--- config.mk ---
export PLATFORM = sky130hd
export DESIGN_NAME = debounce_toggle_gen
export DESIGN_NICKNAME = d
export VERILOG_FILES = /design/src/rtl/debounce_toggle_gen.sv
export SDC_FILE = /design/constraint.sdc
export NUM_CORES = 1
export LEC_CHECK = 0
export CORE_AREA = 3 3 40 42
export DETAILED_ROUTE_END_ITERATION = 10
export DIE_AREA = 0 0 43 45
export PLACE_DENSITY = 0.75
export RECOVER_POWER = 100
export REMOVE_ABC_BUFFERS = 1
export SLEW_MARGIN = 20
export SYNTH_ARGS = -nofsm -noshare
export SYNTH_HDL_FRONTEND = slang
export SYNTH_SLANG_ARGS = --single-unit
--- constraint.sdc ---
create_clock -name clk -period 3.8 [get_ports clk]
set_input_delay 0.95 -clock clk [delete_from_list [all_inputs] [get_ports clk]]
set_output_delay 0.95 -clock clk [all_outputs]
set_load 0.005 [all_outputs]
--- src/rtl/debounce_toggle_gen.sv ---
// Debounced toggle-request generator.
// Synchronizes a raw bouncy level, qualifies each level change with
// DEBOUNCE_CYCLES consecutive equal samples, and emits one registered
// single-cycle pulse per accepted press to drive a downstream T flip-flop.
//
// Ports
//   clk      system clock, rising edge
//   reset    synchronous, active-high
//   i_btn    raw asynchronous toggle-request level
//   o_t      one-cycle toggle pulse per accepted press
//   o_level  debounced level
//   o_busy   high while a level change is being qualified
//
// state   | meaning
// --------+------------------------------------------------------
// IDLE    | debounced level low, waiting for a high sample
// CHK_HI  | counting consecutive high samples toward a press
// PRESSED | debounced level high, waiting for a low sample
// CHK_LO  | counting consecutive low samples toward a release
module debounce_toggle_gen #(
   parameter int DEBOUNCE_CYCLES = 4,
   parameter int CNT_W           = 8
) (
   input  logic clk,
   input  logic reset,
   input  logic i_btn,
   output logic o_t,
   output logic o_level,
   output logic o_busy
);

   typedef enum logic [1:0] {
      IDLE    = 2'd0,
      CHK_HI  = 2'd1,
      PRESSED = 2'd2,
      CHK_LO  = 2'd3
   } state_t;

   localparam logic [CNT_W-1:0] CNT_LAST = CNT_W'(DEBOUNCE_CYCLES - 1);
   localparam logic [CNT_W-1:0] CNT_ONE  = CNT_W'(1);

   logic             s1;
   logic             s2;
   state_t           state_q;
   state_t           state_d;
   logic [CNT_W-1:0] cnt_q;
   logic [CNT_W-1:0] cnt_d;
   logic             fire;

   always_comb begin
      state_d = state_q;
      cnt_d   = cnt_q;
      case (state_q)
         IDLE: begin
            if (s2) begin
               state_d = CHK_HI;
               cnt_d   = CNT_ONE;
            end else begin
               cnt_d   = '0;
            end
         end
         CHK_HI: begin
            if (!s2) begin
               state_d = IDLE;
               cnt_d   = '0;
            end else if (cnt_q == CNT_LAST) begin
               state_d = PRESSED;
               cnt_d   = '0;
            end else begin
               cnt_d   = cnt_q + CNT_ONE;
            end
         end
         PRESSED: begin
            if (!s2) begin
               state_d = CHK_LO;
               cnt_d   = CNT_ONE;
            end
         end
         CHK_LO: begin
            // A high sample here is a release glitch: fall back to PRESSED
            // without raising another pulse.
            if (s2) begin
               state_d = PRESSED;
               cnt_d   = '0;
            end else if (cnt_q == CNT_LAST) begin
               state_d = IDLE;
               cnt_d   = '0;
            end else begin
               cnt_d   = cnt_q + CNT_ONE;
            end
         end
         default: begin
            state_d = IDLE;
            cnt_d   = '0;
         end
      endcase
   end

   // The pulse is tied to the press-acceptance transition itself, so it can
   // only ever appear once per pass through CHK_HI.
   assign fire = (state_q == CHK_HI) && (state_d == PRESSED);

   always_ff @(posedge clk) begin
      if (reset) begin
         s1      <= 1'b0;
         s2      <= 1'b0;
         state_q <= IDLE;
         cnt_q   <= '0;
         o_t     <= 1'b0;
         o_level <= 1'b0;
         o_busy  <= 1'b0;
      end else begin
         s1      <= i_btn;
         s2      <= s1;
         state_q <= state_d;
         cnt_q   <= cnt_d;
         o_t     <= fire;
         o_level <= (state_d == PRESSED) || (state_d == CHK_LO);
         o_busy  <= (state_d == CHK_HI)  || (state_d == CHK_LO);
      end
   end

endmodule

# Yosys cells after proc, flatten, opt, wreduce, memory -nomap -nowiden
# Index checks and enable logic that the tools add are counted.
[classes]
n_addsub = 1
n_eq_ne = 8
mux = 13
n_reduce_logical = 4
[op_table]
columns = ["op", "count"]
rows = [
  ["$mux 8", 4],
  ["$pmux 8 s4", 1],
  ["$mux 2", 6],
  ["$add 8x1->8 const B", 1],
  ["$eq 2x2->1 const B", 4],
  ["$eq 8x2->1 const B", 1],
  ["$pmux 2 s4", 1],
  ["$eq 2x1->1 const B", 2],
  ["$logic_not 2->1", 1],
  ["$logic_or 1x1->1", 2],
  ["$ne 2x2->1 const B", 1],
  ["$logic_and 1x1->1", 1],
  ["$mux 1", 1],
]
[totals]
elab_cells = 33
output_inout_bits = 3
input_bits = 3
regBits = 15

# Longest topological paths before layout
[logic_depth]
depth_word = 6
depth_mapped = 5
mapped_depth_nobuf = 5

# Worst setup path before layout
# OpenSTA, ideal clock, no wires.
[synth_path]
kind = "input -> register"
startpoint = "input reset"
endpoint = "register cnt_q[6]"
n_path_buf = 0
setup_time_ps = 74
arrival_time_ps = 1632
cell_stages = 4
t_required_ps = 3726
path_slack_ps = 2094
path_cell_list = "nand2b_1 -> a211oi_2 -> a41oi_1 -> a31oi_1"
[synth_lines]
columns = ["item", "line", "text"]
rows = [
  ["start, declared", "25", "input logic reset,"],
  ["end signal, assigned", "116", "cnt_q <= cnt_d;"],
  ["end, declared", "46", "logic [CNT_W-1:0] cnt_q;"],
]

==> impl_results.md <==
* Status: completed
* Standard-cell row count at 13
* Final cell count without fillers at 94
* FF-to-FF path depth at 5
* Comb power frac at 0.028
* Number of global-route vias before repair at 463
* Drt total wl at 1.255 mm
* NetSw at 55.20 uW
* Synth Warn # at 0
* Residual DRC at 0
* Cts repair resizes at 0
* Num CTS Buffers at 3
* VDD IR-drop max at 0.0001849 V
* Crit start category: input pin
* Fmax achieved at 0.4028 GHz
* Final Hold Fails at 0
* HPWL Detailed at 877.9 um
* Switching Share at 0.2077
* Distinct cells, synth at 32
* Final worst-path cycle share at 0.6533
* RSZ-0062 raised after global routing: no
* Root buf cell: clkbuf_4
* Synthesis-to-layout area growth at 11.60%
* R2R setup slack at 1580 ps
* CTS clock-pin slew for the worst setup and hold paths at 90 ps
* Post-CTS Setup Bufs at 0
* Slew HR at 0.3566
* Primary FF master, synth: dfxtp_1
* Drt initial violations at 21
* Ratio of cells with drive above 1 in the final layout at 0.06329
* Final setup vio count at 0
* Yosys reg bits at 14
* Clock net sink count at 14
* Drt first pass iters at 4
* Initial Util at 0.5122
* R2r endpoint: cnt_q[6]
* Synth area leaders: dfxtp_1 (43%), nand2_1 (4.0%), a211oi_2 (3.8%), nand3_1 (3.8%), nor3_1 (3.0%)
* Sequential power share at 0.567
* First-pass GRT wire length at 2.035 mm
* Max H-tree Level at 1
* Drt wl/cell at 13.35 um
* Worst Clk Skew at 7.265 ps
* Clock power share at 0.406
* Origin of the worst setup path: reset
* Via-per-instance ratio at 5.872
* Crit. End Element: register
* Crit path arrival time at 2710 ps
* Final RePlAce weighted congestion at 0.7914
* Int Pwr at 210.5 uW
* Mean Syn Cell Area at 9.015 um2
* Grt total ovfl at 0
* Placed insts at 90
* Sequential-to-total area share from yosys stat at 0.4259
* R2r startpoint: cnt_q[0]
* Chip Width at 43 um
* Die Area at 1935 um2
* CTS tree: done
* PnR Total Power at 265.7 uW
* Max Cap Viol at 0
* DRT antenna net count at 0
* Yosys top cell area share at 0.4259
* Slew @ Worst Pin at 951.7 ps
* Hold Path Class: register to register
* Async S/R FF share, synth at 0
* Tmin final at 2482 ps
* Detailed-route via count at 552
* Number of synthesized flops with an enable pin at 0
* Initial antenna violation count at 0
* Post-Synthesis Cells at 73
* Critical path class: input pin to register
* Final Core Density at 0.5716
* # IOs at 6
* Worst EP required at 4020 ps
* Pin count of the biggest net entering global routing at 14
* Core Box Area at 1285 um2
* # diodes at 0
* Power per cell area at 361.8 nW/um2
* Synthesized area at 658.1 um2
* Clock latency on the worst-skew pair at 290 ps
* Die Span Y at 45 um
* Crit Path Max Fanout at 13
* Clk buf depth at 2
* WHS at 441.5 ps
* I/O Buffers at 5
* All-layer global routing usage at 0.1429
* Hold-fix buffers, CTS at 0
* Pins over their slew limit at 0
* Final-stage net count at 84
* Leak pwr at 0.2552 nW
* Cell taking the most area after synthesis: dfxtp_1
* Sum Neg Setup Slack at 0 ps
* CP endpoint: cnt_q[6]
## power by group through the flow
stage	registers, mW	clock network (mW)	logic, mW
finish	0.151	0.108	0.00733
global route	0.151	0.114	0.00815
CTS	0.151	0.109	0.00785
detailed placement	0.154	0	0.00786
global placement	0.154	0	0.00778
floorplan	0.154	0	0.00318
## registers in the layout, indices dropped and copies added (netlist names)
signal / count
cnt_q: 8
state_q: 1
s2: 1
o_busy: 1
s1: 1
o_level: 1
o_t: 1
## area by class of cell
class / count / area (um2)
well taps: 15 / 18.77
fillers: 124 / 550.5
flip-flops and latches: 14 / 280.3
clock buffers: 4 / 36.28
inverters: 1 / 3.754
repair buffers: 5 / 50.05
multi-input cells: 55 / 345.3
## worst min path at each step
stage                     endpoint  from  slack (ps)  depth (start not counted)
after floorplan                 s2    s1         410                          1
after global placement          s2    s1         440                          1
after detailed placement        s2    s1         440                          1
after CTS                       s2    s1         440                          1
after global routing            s2    s1         460                          1
final                           s2    s1         440                          1
## kinds of logic after synthesis
group / count (synthesis) / synth area share
adder cells (fa/ha/maj): 1 / 0.01901
multiplexers: 1 / 0.01521
flip-flops: 14 / 0.4259
XOR/XNOR: 3 / 0.03993
AO/OA/AOI/OAI: 17 / 0.1920
AND/OR/NAND/NOR: 33 / 0.2833
buffers and inverters: 4 / 0.02471
## cell usage in the layout, fill, tap and decap left out, types with 2 or more instances in the layout
| cell | synthesis | layout |
|---|---|---|
| dlygate4sd3_1 | 0 | 4 |
| o21ai_0 | 2 | 3 |
| nor2b_1 | 2 | 2 |
| a311oi_1 | 2 | 2 |
| nand3_1 | 5 | 5 |
| nand2_1 | 7 | 7 |
| a211oi_1 | 0 | 2 |
| xnor2_1 | 2 | 2 |
| a31oi_1 | 3 | 3 |
| and3_1 | 2 | 2 |
| clkbuf_4 | 0 | 3 |
| nor3_1 | 4 | 4 |
| dfxtp_1 | 14 | 14 |
| nor2_1 | 4 | 4 |
| a21oi_1 | 3 | 3 |
| a22o_1 | 2 | 2 |
## critical path, stage by stage
cell and delay (ps):
dlygate4sd3_1 700, nand2b_1 210, a211oi_1 490, a41oi_1 200, a31oi_1 160
## metal layers
layer  track usage  up-vias  part of all wire
li1              -      284                 -
met1        0.1825      249              0.47
met2        0.2156       14              0.46
met3       0.03586        5             0.043
met4       0.09036        0             0.025
met5             0        -                 0
## stage by stage
step,setup slack (ps),cell area (um2)
detailed placement,1263,714.4
floorplan,2089,645.6
global placement,1309,714.4
finish,1318,734.5
CTS,1549,750.7
global route,1169,734.5
## cell usage after synthesis (2+ instances only)
master	count
clkbuf_1	2
nor2_1	4
nor2b_1	2
nor3_1	4
and3_1	2
a31oi_1	3
nand3_1	5
xnor2_1	2
nand2_1	7
o21ai_0	2
dfxtp_1	14
a211oi_2	2
a311oi_1	2
a21oi_1	3
a22o_1	2
(Power assumes the default switching activity.)
